`config.mk`:
```
export PLATFORM = sky130hd
export DESIGN_NAME = result_drain
export DESIGN_NICKNAME = d
export VERILOG_FILES = /design/src/rtl/result_drain.sv
export SDC_FILE = /design/constraint.sdc
export NUM_CORES = 1
export LEC_CHECK = 0
export CORE_MARGIN = 2
export CORE_UTILIZATION = 58
export DETAILED_ROUTE_END_ITERATION = 8
export DONT_BUFFER_PORTS = 1
export GPL_ROUTABILITY_DRIVEN = 1
export PLACE_DENSITY = 0.78
export SYNTH_ARGS = -nofsm -noshare
export SYNTH_HDL_FRONTEND = slang
export SYNTH_SLANG_ARGS = --single-unit
```
`constraint.sdc`:
```
create_clock -name clk -period 2.4 [get_ports clk]
set_input_delay 0.36 -clock clk [delete_from_list [all_inputs] [get_ports clk]]
set_output_delay 0.36 -clock clk [all_outputs]
set_load 0.05 [all_outputs]
```
`src/rtl/result_drain.sv`:
```
`default_nettype none
// ============================================================================
//  Module      : result_drain
//  Description : Drains the 8x8 matrix-multiply result RAM in address order,
//                saturates each signed word to OUT_W bits and streams it over
//                a valid/ready interface through a two-entry output buffer.
//                Also accumulates a raw checksum and a count of clipped words.
//  Revision    : 1.0 - initial release
// ============================================================================
module result_drain #(
    parameter int ENTRIES = 64,
    parameter int ADDR_W  = 6,
    parameter int IN_W    = 19,
    parameter int OUT_W   = 16,
    parameter int FIFO_D  = 2
) (
    input  logic                    clk,
    input  logic                    reset_n,
    input  logic                    done,
    output logic                    rd_en,
    output logic [ADDR_W-1:0]       rd_addr,
    input  logic [IN_W-1:0]         rd_data,
    output logic                    out_valid,
    input  logic                    out_ready,
    output logic [OUT_W-1:0]        out_data,
    output logic [ADDR_W-1:0]       out_index,
    output logic                    out_last,
    output logic                    busy,
    output logic                    drain_done,
    output logic [IN_W+ADDR_W-1:0]  checksum,
    output logic [ADDR_W:0]         sat_count
);

    localparam logic [1:0] S_IDLE  = 2'd0;
    localparam logic [1:0] S_FETCH = 2'd1;
    localparam logic [1:0] S_WAIT  = 2'd2;
    localparam logic [1:0] S_FIN   = 2'd3;

    localparam logic [ADDR_W-1:0] c_last_addr = ADDR_W'(ENTRIES - 1);
    localparam logic signed [IN_W-1:0] c_sat_max =
        {{(IN_W-OUT_W+1){1'b0}}, {(OUT_W-1){1'b1}}};
    localparam logic signed [IN_W-1:0] c_sat_min =
        {{(IN_W-OUT_W+1){1'b1}}, {(OUT_W-1){1'b0}}};

    logic [1:0]        r_state;
    logic [1:0]        w_state_nxt;
    logic              r_done_q;
    logic [ADDR_W-1:0] r_addr;
    logic              r_inflight;
    logic [ADDR_W-1:0] r_inflight_addr;
    logic [OUT_W-1:0]  r_mem_data [FIFO_D];
    logic [ADDR_W-1:0] r_mem_idx  [FIFO_D];
    logic              r_wptr;
    logic              r_rptr;
    logic [1:0]        r_count;
    logic [IN_W+ADDR_W-1:0] r_checksum;
    logic [ADDR_W:0]   r_sat_count;

    logic              w_start;
    logic              w_push;
    logic              w_pop;
    logic [2:0]        w_level;
    logic              w_rd_en;
    logic              w_busy;
    logic              w_drain_done;
    logic              w_clip_hi;
    logic              w_clip_lo;
    logic [OUT_W-1:0]  w_sat_data;

    // Only a fresh rising edge of done, seen while idle, starts a drain.
    assign w_start = done & ~r_done_q & (r_state == S_IDLE);

    // Returned read data is always accepted: the issue rule guarantees room.
    assign w_push = r_inflight;
    assign w_pop  = out_valid & out_ready;

    // Buffer level at the start of next cycle, counting the read now in flight.
    // Including this cycle's pop lets a new read go out every cycle while the
    // consumer keeps up, without ever landing a push on a full buffer.
    assign w_level = {1'b0, r_count} + {2'b00, r_inflight} - {2'b00, w_pop};

    assign w_clip_hi  = $signed(rd_data) > c_sat_max;
    assign w_clip_lo  = $signed(rd_data) < c_sat_min;
    assign w_sat_data = w_clip_hi ? {1'b0, {(OUT_W-1){1'b1}}} :
                        w_clip_lo ? {1'b1, {(OUT_W-1){1'b0}}} :
                                    rd_data[OUT_W-1:0];

    // State register and done edge-detect flop.
    always_ff @(posedge clk or negedge reset_n) begin
        if (!reset_n) begin
            r_state  <= S_IDLE;
            r_done_q <= 1'b0;
        end else begin
            r_state  <= w_state_nxt;
            r_done_q <= done;
        end
    end

    // Next-state logic.
    always_comb begin
        w_state_nxt = r_state;
        case (r_state)
            S_IDLE:  if (w_start) w_state_nxt = S_FETCH;
            S_FETCH: if (w_rd_en && (r_addr == c_last_addr)) w_state_nxt = S_WAIT;
            S_WAIT:  if (w_pop && out_last) w_state_nxt = S_FIN;
            S_FIN:   w_state_nxt = S_IDLE;
            default: w_state_nxt = S_IDLE;
        endcase
    end

    // State-decoded outputs: read strobe, busy and completion pulse.
    always_comb begin
        w_rd_en      = 1'b0;
        w_busy       = 1'b0;
        w_drain_done = 1'b0;
        case (r_state)
            S_FETCH: begin
                w_busy  = 1'b1;
                w_rd_en = (w_level < 3'(FIFO_D));
            end
            S_WAIT:  w_busy = 1'b1;
            S_FIN:   w_drain_done = 1'b1;
            default: ;
        endcase
    end

    // Read address counter and in-flight tracking for the 1-cycle RAM latency.
    always_ff @(posedge clk or negedge reset_n) begin
        if (!reset_n) begin
            r_addr          <= '0;
            r_inflight      <= 1'b0;
            r_inflight_addr <= '0;
        end else begin
            if (w_start) begin
                r_addr <= '0;
            end else if (w_rd_en && (r_addr != c_last_addr)) begin
                r_addr <= r_addr + 1'b1;
            end
            r_inflight      <= w_rd_en;
            r_inflight_addr <= r_addr;
        end
    end

    // Two-entry output buffer holding saturated data and source address.
    always_ff @(posedge clk or negedge reset_n) begin
        if (!reset_n) begin
            for (int i = 0; i < FIFO_D; i++) begin
                r_mem_data[i] <= '0;
                r_mem_idx[i]  <= '0;
            end
            r_wptr  <= 1'b0;
            r_rptr  <= 1'b0;
            r_count <= 2'd0;
        end else begin
            if (w_push) begin
                r_mem_data[r_wptr] <= w_sat_data;
                r_mem_idx[r_wptr]  <= r_inflight_addr;
                r_wptr             <= ~r_wptr;
            end
            if (w_pop) begin
                r_rptr <= ~r_rptr;
            end
            case ({w_push, w_pop})
                2'b10:   r_count <= r_count + 2'd1;
                2'b01:   r_count <= r_count - 2'd1;
                default: r_count <= r_count;
            endcase
        end
    end

    // Raw checksum and clip counter, cleared at drain start and held after.
    always_ff @(posedge clk or negedge reset_n) begin
        if (!reset_n) begin
            r_checksum  <= '0;
            r_sat_count <= '0;
        end else if (w_start) begin
            r_checksum  <= '0;
            r_sat_count <= '0;
        end else if (w_push) begin
            r_checksum <= r_checksum + {{ADDR_W{rd_data[IN_W-1]}}, rd_data};
            if (w_clip_hi || w_clip_lo) begin
                r_sat_count <= r_sat_count + {{ADDR_W{1'b0}}, 1'b1};
            end
        end
    end

    assign rd_en      = w_rd_en;
    assign rd_addr    = r_addr;
    assign out_valid  = (r_count != 2'd0);
    assign out_data   = r_mem_data[r_rptr];
    assign out_index  = r_mem_idx[r_rptr];
    assign out_last   = (r_mem_idx[r_rptr] == c_last_addr) && out_valid;
    assign busy       = w_busy;
    assign drain_done = w_drain_done;
    assign checksum   = r_checksum;
    assign sat_count  = r_sat_count;

endmodule
`default_nettype wire

```
==> flow_summary.json, run 1 <==
{
  "dp.cells": 753,
  "utilization": 0.686,
  "syn_nets": 640,
  "finalWirelength_mm": 13.8,
  "synth.avg_cell_area_um2": 9.68,
  "violations": "negative hold slack, negative setup slack",
  "synth_area_um2": 5650,
  "gp_routability_congestion": 0.957,
  "final_area_um2": 6580,
  "synth_top_area_frac": 0.425,
  "grt_max_degree": 97,
  "gr-total-overflow": 0,
  "fill_cells": 748,
  "r2r_cells": 10,
  "core_um2": 9590,
  "post-route-min-period_ns": 2.42,
  "crit_type": "flip-flop to output port",
  "clk-insertion-delay-late_ns": 0.37,
  "synth_flop_cell": "dfrtp_1",
  "antennaDiodeCount": 0,
  "ys_top_cells_by_area": "dfrtp_1, mux2_2, ha_1",
  "rsz0062_at_grt": "true",
  "dp_hpwl_mm": 9.89,
  "drv_cap": 0,
  "max_freq_ghz": 0.412,
  "dr.pass1.iters": 5,
  "die_y_um": 103,
  "viasPerCell": 5.94,
  "r2r_end": "rd_addr[5]",
  "grt_pass1_wl_mm": 21.8,
  "grt_pass1_vias": 4440,
  "period_share": 1.01,
  "grt.total_usage": 0.264,
  "path_max_fanout": 3,
  "io_pins": 88,
  "r2r_slack_ns": 0,
  "tightest_slew_ns": 0.652,
  "ys_seq_area_frac": 0.425,
  "rows": 36,
  "critPathCaptureType": "output port",
  "synthTopCellsByCount": "dfrtp_1, nand2_1, o21ai_0, nor2_1, mux2_2",
  "finalHoldViolCount": 96,
  "required_ns": 2.04,
  "start_kind": "flip-flop",
  "ys_seq_elements": 96,
  "fin_ws_ns": -0.0244,
  "cts_tree": "done",
  "yosys.cell_types.count": 63,
  "dpl_cell_area_um2": 6220,
  "drc_errors": 0,
  "worstSetupEndpoint": "rd_en",
  "yosys.area.top_type": "dfrtp_1",
  "layoutNonFillerInstCount": 772,
  "drive_gt1_frac": 0.266,
  "grt_antenna_before_repair": 0,
  "rr_startpoint": "r_count[0]",
  "synth-edff-count": 0,
  "synth_cells": 584,
  "max-slew-margin-rel": 0.560,
  "synth_most_common_cell": "dfrtp_1",
  "async_flop_share": 1.00,
  "hold_ws_ns": -0.318,
  "worst_clock_skew_ns": 0.0151,
  "htree_levels": 3,
  "crit_start": "r_count[0]",
  "hold_path_class": "input pin to asynchronous set/reset pin",
  "clock_sinks": 96,
  "clock_path_buffers": 2,
  "io_buffers": 0,
  "dr_total_vias": 4586,
  "worst_ep_arrival_time_ns": 2.06,
  "setup_viol": 1,
  "yosys_warnings": 0,
  "drt_iter0_markers": 241,
  "cts_buffers": 9,
  "root_buffer": "clkbuf_8",
  "drv_slew": 0,
  "ant_nets": 0,
  "die_x_um": 103,
  "wl_per_cell_um": 17.9,
  "areaGrowthSynthToFinish_pct": 16.5,
  "final_nets": 690,
  "path_clk_slew_ns": 0.09,
  "status": "complete, but fails checks",
  "finalSetupTns_ns": -0.0244,
  "dieArea_um2": 10500,
  "start_util": 0.589
}
[routing by layer]
metal / track usage / up-vias / routed length, um
li1: - / 2192 / -
met1: 0.357 / 2234 / 5830
met2: 0.425 / 138 / 6820
met3: 0.0549 / 22 / 937
met4: 0.0882 / 0 / 235
met5: 0 / - / 0
[what timing repair did]
item | 4_1_cts | 5_1_grt
pin swaps | 2 | 7
resized for setup | 4 | 22
setup buffers | 1 | 2
endpoints found under the setup margin | 2 | 13
gates cloned | 0 | 0
hold endpoints to repair | 96 | 96
[through the flow]
step / worst slack [ns] / hold slack (ns)
2_1_floorplan: -0.0893 / 0.0644
3_3_place_gp: 0.0601 / 0.0680
3_5_place_dp: -0.0427 / 0.0683
4_1_cts: 0.000371 / -0.331
5_1_grt: -0.0997 / -0.340
6_report: -0.0244 / -0.318
[cell families (layout without fill, tap and decap cells)]
group	Yosys count	count (layout)	share of synthesized area
buffers and inverters	39	94	0.0345
adder cells (fa/ha/maj)	33	33	0.0757
AO/OA/AOI/OAI	152	152	0.171
XOR/XNOR	28	28	0.0434
AND/OR/NAND/NOR	187	187	0.156
multiplexers	49	49	0.0946
flip-flops	96	96	0.425
[how the worst min path moves through the flow]
stage                         endpoint  slack [ns]     from
finish                    r_mem_idx[0]       -0.32  reset_n
global route        r_inflight_addr[3]       -0.34  reset_n
floorplan                  checksum[0]        0.06  reset_n
CTS                       checksum[16]       -0.33  reset_n
detailed placement        r_mem_idx[5]        0.07  reset_n
global placement                r_rptr        0.07  reset_n
[state kept, by name, summed over array words and instances (netlist names), 2 cells and up]
register         cells
r_mem_data          32
checksum            25
r_mem_idx           12
sat_count            7
r_inflight_addr      6
rd_addr              6
r_count              2
r_state              2
[area by class of cell]
| type | instances | area (um^2) | area share |
|---|---|---|---|
| timing repair buffer | 64 | 495 | 0.0753 |
| inverter | 14 | 52.6 | 0.00798 |
| clock inverter | 7 | 77.6 | 0.0118 |
| multi-input combinational | 449 | 3250 | 0.494 |
| tap | 133 | 166 | 0.0253 |
| clock buffer | 9 | 124 | 0.0188 |
| sequential | 96 | 2420 | 0.367 |
[cells in the final DEF (no fill, tap or decap), drive strengths merged, types with 3 or more instances in the layout]
cell type  Yosys  final
xor2          15     15
ha            31     31
o211ai         5      5
nand2         65     65
nand3         13     13
inv           13     15
mux2          35     35
a21oi         35     35
nor3          16     16
xnor2         13     13
nor2          48     48
dfrtp         96     96
o22ai          3      3
mux2i         14     14
clkbuf        16      9
nor4           7      7
o21ai         67     67
and2           4      4
or2            4      4
clkinv         1      4
a211oi         7      7
and3           6      6
o21a           4      4
buf            9     64
nand4          6      6
nor2b          3      3
a21o           9      9
nand2b         6      6
o21bai         3      3
[critical path, cell delays in order, from the launching register on]
cell and delay, ns:
dfrtp_1 0.39, nand2b_4 0.16, nor2_4 0.12, o21ai_2 0.07, fa_2 0.53, and3_4 0.20, buf_6 0.10, buf_8 0.13
Power of run 1 is not shown: default switching activity piles up to over one toggle a cycle in this logic, so the estimate is an artifact.
==> inputs of run 2 (changes only) <==
- CORE_UTILIZATION: 58 -> 50
- PLACE_DENSITY: 0.78 -> 0.7
==> run 2 against run 1 <==
The flow finishes with violations (negative hold slack). Clock-buffer cell count up 3. Cell count rose by 1.3%. Critical path depth unchanged. Die area rose by 15%. Wire length grew 2.4%. Maximum frequency is 2.3% higher. Sequential share of layout area is 0.75 points lower. Sequential cell count unchanged. Clock skew is 0.0046 ns lower. Utilization decreased by 7.2 points. Register-to-register slack gained 0.05 ns.
==> flow_summary.json, run 2 (synthesized netlist as in run 1, its figures left out) <==
{
  "hold_ws_ns": -0.289,
  "dp_slack_ns": -0.0500,
  "clock_path_buffers": 2,
  "rr_startpoint": "r_count[0]",
  "drc_errors": 0,
  "largest-register": "r_mem_data",
  "required_ns": 2.04,
  "ant_nets": 0,
  "grt.total_usage": 0.239,
  "hold_path_class": "input pin to asynchronous set/reset pin",
  "wl_per_cell_um": 18.1,
  "io_pins": 88,
  "worst_ep_arrival_time_ns": 2.01,
  "post-route-min-period_ns": 2.37,
  "layout_common_cells": "dfrtp_1, buf_4, nand2_1",
  "tightest_slew_ns": 0.696,
  "r2r_cells": 8,
  "viasPerCell": 5.88,
  "final_nets": 693,
  "violations": "negative hold slack",
  "io_buffers": 0,
  "status": "complete, but fails checks",
  "path_clk_slew_ns": 0.07,
  "rows": 38,
  "finalHoldViolCount": 96,
  "r2r_slack_ns": 0.05,
  "start_kind": "flip-flop",
  "start_util": 0.517,
  "grt_pass1_wl_mm": 22.6,
  "root_buffer": "clkbuf_16",
  "gp_routability_congestion": 0.917,
  "cts_tree": "done",
  "fin_ws_ns": 0.0292,
  "final_area_um2": 6720,
  "path_max_fanout": 3,
  "worstPathCellList": "nand2b_4 > nor2_4 > o21ai_2 > fa_2 > and3_4 > buf_6 > buf_8",
  "max-slew-margin-rel": 0.531,
  "htree_levels": 3,
  "gr-total-overflow": 0,
  "finalWirelength_mm": 14.2,
  "drv_slew": 0,
  "die_x_um": 110,
  "setup_viol": 0,
  "dpl_cell_area_um2": 6230,
  "antennaDiodeCount": 0,
  "grt_pass1_vias": 4658,
  "final_common_cell": "dfrtp_1",
  "worst_clock_skew_ns": 0.0106,
  "cpPeakStageDelay_ns": 0.52,
  "rsz0062_at_grt": "true",
  "dieArea_um2": 12200,
  "period_share": 0.988,
  "dr_total_vias": 4602,
  "core_um2": 10900,
  "max_freq_ghz": 0.422,
  "r2r_end": "r_state[1]",
  "die_y_um": 110,
  "critPathCaptureType": "output port",
  "grt_max_degree": 97,
  "slowest_stage": "fa_2",
  "drt_iter0_markers": 292,
  "crit_type": "flip-flop to output port",
  "fill_cells": 913,
  "dr.pass1.iters": 5,
  "cts_buffers": 9,
  "dp_hpwl_mm": 10.1,
  "grt_antenna_before_repair": 0,
  "clk-insertion-delay-late_ns": 0.34,
  "largest_register_ffs": 32,
  "areaGrowthSynthToFinish_pct": 18.9,
  "drv_cap": 0,
  "clock_sinks": 96,
  "drive_gt1_frac": 0.268
}
## run 2: critical path, delay by kind of cell (launching register included)
family	cells	cell delay, ns
fa+ha+maj	1	0.52
simple gates	3	0.46
flops	1	0.38
buf+inv	2	0.23
compound gates	1	0.07
## run 2: routing by layer
| layer | global-route usage | routed length [um] |
|---|---|---|
| met1 | 0.310 | 6020 |
| met4 | 0.0982 | 347 |
| met2 | 0.398 | 6980 |
| met3 | 0.0376 | 808 |
| met5 | 0 | 0 |
## run 2: metrics by stage
stage / hold WS [ns] / util / std cells / setup TNS (ns)
2_1_floorplan: 0.0644 / - / 584 / -0.139
3_3_place_gp: 0.0680 / 0.570 / 761 / 0
3_5_place_dp: 0.0677 / 0.570 / 761 / -0.0500
4_1_cts: -0.300 / 0.599 / 778 / 0
5_1_grt: -0.307 / 0.615 / 782 / -0.0858
6_report: -0.289 / 0.615 / 782 / 0
## run 2: layout make-up
cell class,count,area (um^2),share of cell area
clock buffer,12,246,0.0367
clock inverter,4,52.6,0.00782
inverter,14,52.6,0.00782
multi-input combinational,449,3260,0.486
sequential,96,2420,0.360
tap,140,175,0.0261
timing repair buffer,67,514,0.0765
## run 2: how the worst max path moves through the flow
stage | slack, ns | start | depth (start not counted) | endpoint
finish | 0.03 | r_count[0] | 7 | rd_en
global route | -0.03 | r_count[0] | 8 | r_state[1]
CTS | 0.005 | checksum[0] | 10 | checksum[24]
detailed placement | -0.05 | r_count[0] | 8 | r_state[1]
global placement | 0.06 | r_count[0] | 8 | r_state[1]
floorplan | -0.09 | r_count[0] | 8 | r_state[1]
## run 2: timing repair
| action | in CTS | in global routing |
|---|---|---|
| gates resized for setup | 2 | 24 |
| pin swaps | 3 | 7 |
| hold endpoints to repair | 96 | 96 |
| setup endpoints to repair | 3 | 15 |
| buffers inserted | 1 | 4 |
Power of run 2 is left out for the same reason.
==> patch: new RTL, settings of run 2 <==
`IN_W`: 19 -> 27.
--- a/src/rtl/result_drain.sv
+++ b/src/rtl/result_drain.sv
@@ -10,7 +10,7 @@
 module result_drain #(
     parameter int ENTRIES = 64,
     parameter int ADDR_W  = 6,
-    parameter int IN_W    = 19,
+    parameter int IN_W    = 27,
     parameter int OUT_W   = 16,
     parameter int FIFO_D  = 2
 ) (
Interface: changed (resized checksum and rd_data); port bits go from 88 to 104. The function was not compared with the original's and may differ.
==> patch against run 2 <==
  * The flow still finishes with violations (hold timing)
  * Global-route usage is 1.2 points higher
  * Synthesized area is 9.7% higher
  * Utilization is 1.8 points higher
  * Non-clock buffer count is 22 higher
  * Worst setup slack worse by 0.021 ns
  * Wire length is 15% higher
  * Sequential cell count is 8 higher
  * Cell area is 14% higher
  * Die area is 9.4% higher
==> patch: results (changes against run 2) <==
outcome: "finished, violations left"
violations: "hold timing"
groute.layer.met3.usage_pct: 6.484  # +2.7 points
r2r_slack_ns: 0.03  # -0.02 ns
final_cell_count_no_fill: 899  # +15%
reg2regPathDepth: 12  # +4
post-place-ws_ns: -0.03518  # +0.01478 ns
postSynthCellCount: 652  # +12%
use_met1_pct: 33.48  # +2.5 points
1st_iter_drt_viols: 325  # +11%
detailroute.wirelength.met3_um: 871  # +7.8%
critPathArrivalTime_ns: 2.03  # +0.02 ns
yosysWarningCount: 0  # unchanged
area_share_of_xor_xnor_cells_in_the_synthesized_design_pct: 5.933  # +1.6 points
grt_max_degree: 105  # +8.2%
place_hpwl_um: 11640  # +16%
die_area_mm2: 0.01331  # +9.4%
seq_share_pct: 34.31  # -1.6 points
clock_latency_ns: 0.36  # +0.02 ns
non_clock_inverter_count: 13  # -1
fillCellCount: 979  # +7.2%
gp_routability_congestion: 0.9170  # about the same
rr_startpoint: "checksum[0]$_DFFE_PN0P_"
netlist_top_cells_count: "104 x sky130_fd_sc_hd__dfrtp_1, 73 x sky130_fd_sc_hd__nand2_1, 63 x sky130_fd_sc_hd__o21ai_0"
first_global_vias: 5138  # +10%
final.hold.worst_slack_ns: -0.3097  # -0.02055 ns
max_slew.worst_pin.slew_ns: 0.6132  # -0.08302 ns
layout_worst_path_cycle_share_pct: 99.67  # +0.89 points
critical_path.reg2reg.endpoint: "checksum[24]$_DFFE_PN0P_"
grtUsageMet2_pct: 40.82  # +1.0 points
netlist-cell-type-count: 56  # -11%
dpl-instance-area_mm2: 0.007013  # +13%
bufAreaShareNonClock_pct: 8.955  # +1.3 points
routed_wire_length_um: 16320  # +15%
nFlopsAndLatches: 104  # +8.3%
yosys-top-cells-area: "sky130_fd_sc_hd__dfrtp_1 42%, sky130_fd_sc_hd__ha_1 7.9%, sky130_fd_sc_hd__mux2_2 6.5%"
non_clock_buffer_count: 89  # +33%
synth_seq_area_share_pct: 41.98  # -0.54 points
largest_reg_flops: 33  # +3.1%
nets: 798  # +15%
nMultiInputCombCells: 509  # +13%
multi_input_comb_area_mm2: 0.003762  # +15%
synth-compound-area-share_pct: 17.46  # +0.38 points
post_synth_fa_ha_maj_area_fraction_pct: 8.517  # +0.94 points
drive_above_1_share_pct: 29.82  # +3.0 points
timing.final.hold_violations: 104  # +8.3%
grt_first_pass_wirelength_um: 26010  # +15%
groute.usage.overall_pct: 25.09  # +1.2 points
worst-path-max-fanout: 6  # +3
-- patch: report_power, final --
part | switching [uW] | internal, uW | total (uW)
Sequential | 502 | 2490 | 3000
Combinational | 5050 | 2800 | 7850
Clock | 765 | 750 | 1520
Total | 6320 | 6040 | 12400
-- patch: what timing repair did --
| action | 4_1_cts | 5_1_grt |
|---|---|---|
| setup endpoints to repair | 5 | 19 |
| setup buffers | 3 | 4 |
| pin swaps | 7 | 12 |
| endpoints found under the hold margin | 104 | 104 |
| cloned | 0 | 0 |
| resized for setup | 6 | 46 |
-- patch: critical path, cell delays in order (launching register included) --
cell and delay [ns]:
sky130_fd_sc_hd__dfrtp_2 0.45, sky130_fd_sc_hd__nor2_4 0.14, sky130_fd_sc_hd__a21oi_2 0.04, sky130_fd_sc_hd__nand2b_4 0.14, sky130_fd_sc_hd__fa_2 0.53, sky130_fd_sc_hd__and3_4 0.22
sky130_fd_sc_hd__buf_8 0.15
